<file path="config.mk">
export PLATFORM = sky130hd
export DESIGN_NAME = ro_edge_counter_avg
export DESIGN_NICKNAME = d
export VERILOG_FILES = /design/src/rtl/ro_edge_counter_avg.sv
export SDC_FILE = /design/constraint.sdc
export NUM_CORES = 1
export LEC_CHECK = 0
export CAP_MARGIN = 5
export CORE_MARGIN = 2
export CORE_UTILIZATION = 57
export CTS_CLUSTER_DIAMETER = 40
export DETAILED_ROUTE_END_ITERATION = 10
export PLACE_DENSITY = 0.83
export SETUP_SLACK_MARGIN = 0.2
export SKIP_CTS_REPAIR_TIMING = 1
export SLEW_MARGIN = 25
export SYNTH_ARGS = -nofsm -noshare
export SYNTH_HDL_FRONTEND = slang
export SYNTH_SLANG_ARGS = --single-unit
</file>
<file path="constraint.sdc">
create_clock -name CLK -period 3.4 [get_ports CLK]
set_clock_uncertainty 0.05 [all_clocks]
set_input_delay 0.68 -clock CLK [delete_from_list [all_inputs] [get_ports CLK]]
set_output_delay 0.68 -clock CLK [all_outputs]
set_load 0.05 [all_outputs]
</file>
<file path="src/rtl/ro_edge_counter_avg.sv">
`timescale 1ns/1ps
// Ring-oscillator edge counter: counts synchronized OSC_OUT rising edges per
// COUNT_DONE-delimited window and averages 2^AVG_LOG2 windows into COUNTER.
module ro_edge_counter_avg #(
    parameter int AVG_LOG2    = 2,
    parameter int SYNC_STAGES = 2
) (
    input  logic       CLK,
    input  logic       RST,
    input  logic       OSC_OUT,
    input  logic       ENABLE,
    input  logic       COUNT_DONE,
    input  logic       FORCE_RST,
    output logic [7:0] COUNTER,
    output logic       COUNTER_VALID,
    output logic       OVERFLOW
);

    localparam int ACC_W = 8 + AVG_LOG2;
    localparam int IDX_W = (AVG_LOG2 > 0) ? AVG_LOG2 : 1;
    localparam logic [IDX_W-1:0] IDX_LAST = IDX_W'((1 << AVG_LOG2) - 1);

    typedef enum logic [1:0] {
        IDLE,
        ARM,
        MEASURE
    } state_t;

    state_t state_q;
    state_t state_d;

    logic [SYNC_STAGES-1:0] sync_q;
    logic                   prev_q;
    logic                   osc_edge;

    logic [7:0]       win_cnt;
    logic [7:0]       win_next;
    logic             win_full;
    logic [ACC_W-1:0] acc;
    logic [ACC_W-1:0] sum_next;
    logic [IDX_W-1:0] idx;
    logic             measuring;

    // NOTE: every sequential block uses non-blocking assignments so all flops
    // update from the same pre-edge values.
    always_ff @(posedge CLK or posedge RST) begin
        if (RST) begin
            sync_q <= '0;
            prev_q <= 1'b0;
        end else begin
            sync_q <= {sync_q[SYNC_STAGES-2:0], OSC_OUT};
            prev_q <= sync_q[SYNC_STAGES-1];
        end
    end

    assign osc_edge = sync_q[SYNC_STAGES-1] & ~prev_q;

    // Window value including the current-cycle edge, so a coincident edge
    // lands in the closing window.
    always_comb begin
        win_full  = (win_cnt == 8'hFF);
        win_next  = (osc_edge && !win_full) ? win_cnt + 8'd1 : win_cnt;
        sum_next  = acc + ACC_W'(win_next);
        measuring = (state_q == MEASURE) && ENABLE && !FORCE_RST;
    end

    always_ff @(posedge CLK or posedge RST) begin
        if (RST) begin
            state_q <= IDLE;
        end else begin
            state_q <= state_d;
        end
    end

    // NOTE: next state is defaulted first so no path through the case leaves
    // state_d unassigned (which would infer a latch).
    always_comb begin
        state_d = state_q;
        if (FORCE_RST) begin
            state_d = ENABLE ? ARM : IDLE;
        end else begin
            case (state_q)
                IDLE:    if (ENABLE) state_d = ARM;
                ARM: begin
                    if (!ENABLE)         state_d = IDLE;
                    else if (COUNT_DONE) state_d = MEASURE;
                end
                MEASURE: if (!ENABLE) state_d = IDLE;
                default: state_d = IDLE;
            endcase
        end
    end

    always_ff @(posedge CLK or posedge RST) begin
        if (RST) begin
            win_cnt       <= '0;
            acc           <= '0;
            idx           <= '0;
            COUNTER       <= '0;
            COUNTER_VALID <= 1'b0;
            OVERFLOW      <= 1'b0;
        end else begin
            COUNTER_VALID <= 1'b0;
            if (FORCE_RST) begin
                win_cnt  <= '0;
                acc      <= '0;
                idx      <= '0;
                OVERFLOW <= 1'b0;
            end else if (measuring) begin
                if (osc_edge && win_full) begin
                    OVERFLOW <= 1'b1;
                end
                if (COUNT_DONE) begin
                    win_cnt <= '0;
                    if (idx == IDX_LAST) begin
                        COUNTER       <= 8'(sum_next >> AVG_LOG2);
                        COUNTER_VALID <= 1'b1;
                        acc           <= '0;
                        idx           <= '0;
                    end else begin
                        acc <= sum_next;
                        idx <= idx + 1'b1;
                    end
                end else begin
                    win_cnt <= win_next;
                end
            end else begin
                // IDLE, ARM or just disabled: partial window and sum are dropped.
                win_cnt <= '0;
                acc     <= '0;
                idx     <= '0;
            end
        end
    end

endmodule

</file>
==> results.ini <==
[status]
status=finished, final reports clean

[synth]
synth.yosys.seq_area_share_pct=47.8
yosys.cell_count.top_type=dfrtp_1
ys_dominant_reg_cell=dfrtp_1
yosys_register_bits=35
synth.top_cell.area_share_pct=47.8
yosysWarnings=0
synth_cells=180
syn_avg_cell_area_um2=10.2
synth_area_leaders=dfrtp_1 (48%), ha_1 (6.8%), nand2_1 (3.7%)
synth.net_count=197
synthDistinctLibCells=41
syn_area_mm2=0.00183
synth_edf_count=0
yosysTopAreaCell=dfrtp_1
ys_top_cells_by_count=dfrtp_1 (35), nand2_1 (18), nor2_1 (15)
async_flop_share_pct=100

[grt]
track_usage_pct=24.8
use_met3_pct=6.40
grt_overflow_total=0
antenna_found_initial=0
gr-usage-met1_pct=31.0
first_global_vias=1395
grt_max_degree=20
grt_most_used_layer=met2
grt_first_pass_wirelength_um=6480
globalRouteMet2Util_pct=39.9

[power]
vdd_ir_drop_max_v=0.000270
fin_total_pwr_uw=682
power_density_mw_per_mm2=320
p_leak_nw=1.03

[timing]
finalHoldViolCount=0
setup_ws_ns=0.363
max_freq_mhz=329
worstMarginPinSlew_ns=0.664
finalSetupTns_ns=0
slew_headroom_pct=55.7
setup_viol=0
period_minus_slack_ns=3.04
finalCritPeriodShare_pct=89.3
drv_slew=0
rsz0062_at_grt=false

[routing]
drc=0
wl_per_cell_um=15.9
first_pass_iters=4
vias=1355
postRouteAntennaNets=0
drtIter0Drc=53
vias_per_cell=5.53
routed_wirelength_um=3880

[setup_path]
critPathArrivalTime_ns=3.23
slowest_delay_ns=0.43
rr_startpoint=win_cnt[0]$_DFF_PP0_
rrSetupSlack_ns=0.36
crit_type=reg2reg
critical_path.startpoint=win_cnt[0]$_DFF_PP0_
cp_data_required_time_ns=3.59
crit_slowest_cell=dfrtp_1
cp_max_fo=3
startpoint_type=flip-flop
cp-end-kind=flip-flop
path_cells=ha_1, nand2_1, nor3_4, nor2_4, xor2_2, ha_2, inv_1, fa_1, nand2b_1, a21o_1, nor2b_1, xnor2_1, mux2_2
r2r_end=COUNTER[4]$_DFFE_PP0P_
r2r_cells=13

[clock_tree]
h-tree-depth=2
cts-root-buf=clkbuf_4
clock_latency_ns=0.35
clk_pin_slew_ns=0.10
cts.sinks=35
cts_tree=done
cts_made_buffers=5
clock_path_buffers=2

[layout]
antenna_cells=0
area_growth_pct=16.2
layout-drive-gt1-share_pct=11.4
nFillCells=233
fin_nets=218

[flow_run]
cap_violations=0

[place]
dp_slack_ns=0.307
io_buffers=15
hpwl_um=2880
gp_congestion=0.898

[floorplan]
die_x_um=60.7
fp-row-count=20
die_h_um=60.7
boundaryPins=16
floorplan.initialDensity_pct=60.0
dieArea_mm2=0.00368
core_mm2=0.00305

[hold_path]
hold_class=reg2reg
worstHoldPathCells=0
hold_end=sync_q[1]$_DFF_PP0_
worstHoldStart=sync_q[0]$_DFF_PP0_

-- state kept, by name (all words and copies together), names as in the netlist --
register       flops
acc               10
COUNTER            8
win_cnt            8
idx                2
state_q            2
sync_q             2
COUNTER_VALID      1
OVERFLOW           1
prev_q             1
-- worst max-delay path by stage --
stage	to	slack, ns	cells after the start
final	COUNTER[4]$_DFFE_PP0P_	0.36	13
after global routing	COUNTER[4]$_DFFE_PP0P_	0.18	13
after CTS	COUNTER[4]$_DFFE_PP0P_	0.28	13
after detailed placement	COUNTER[4]$_DFFE_PP0P_	0.31	13
after global placement	COUNTER[4]$_DFFE_PP0P_	0.46	13
after floorplan	COUNTER[4]$_DFFE_PP0P_	0.67	13
-- layout by cell type, fill, tap and decap left out, types with 3 or more instances in the layout --
cell / instances
clkbuf_4: 5
nor2b_1: 5
ha_1: 9
inv_1: 9
o21ai_0: 9
clkdlybuf4s50_1: 15
xnor2_1: 5
and2_1: 7
nand2_1: 18
a21oi_1: 7
mux2_2: 4
nor2_1: 14
a31oi_1: 3
dfrtp_1: 35
xor2_1: 4
nand2b_1: 3
a21o_1: 5
a22o_1: 5
-- area by class of cell --
| type | instances | area [um^2] | area share [%] |
|---|---|---|---|
| flip-flops and latches | 35 | 876 | 41.2 |
| inverters | 9 | 33.8 | 1.59 |
| clock inverters | 1 | 5.00 | 0.235 |
| repair buffers | 16 | 158 | 7.41 |
| multi-input cells | 134 | 950 | 44.6 |
| clock buffers | 6 | 51.3 | 2.41 |
| well taps | 44 | 55.1 | 2.59 |
-- power breakdown --
group / switching, mW / internal [mW] / leakage, nW
Clock: 0.139 / 0.0957 / 0.0341
Combinational: 0.0155 / 0.0105 / 0.516
Sequential: 0.00221 / 0.419 / 0.480
-- through the flow --
step / area [um^2] / cells / hold WS [ns] / utilization (%)
finish: 2130 / 245 / 0.315 / 69.7
global route: 2130 / 245 / 0.328 / 69.7
CTS: 2090 / 245 / 0.319 / 68.5
detailed placement: 2040 / 238 / 0.296 / 66.7
global placement: 2040 / 238 / 0.283 / 66.7
floorplan: 1830 / 180 / 0.281 / -
-- routing by layer --
metal | share of wire [%] | routed length (um)
met5 | 0 | 0
met4 | 3.3 | 128
met3 | 3.3 | 128
met2 | 49 | 1890
met1 | 45 | 1740
-- cells by family after synthesis --
| logic type | count (synthesis) | share of synthesized area, % |
|---|---|---|
| compound gates | 42 | 15.4 |
| xor+xnor | 10 | 4.78 |
| fa+ha+maj | 11 | 7.92 |
| buf+inv | 11 | 2.32 |
| flops | 35 | 47.8 |
| mux | 6 | 3.55 |
| simple gates | 65 | 18.2 |
-- worst max-delay path, delay by kind of cell, from the launching register on --
family | cells | cell delay [ns]
compound gates | 1 | 0.20
xor+xnor | 2 | 0.36
fa+ha+maj | 3 | 0.81
buf+inv | 1 | 0.05
flops | 1 | 0.43
mux | 1 | 0.28
simple gates | 5 | 0.76
Note: power is estimated with default switching activity, not from simulation.
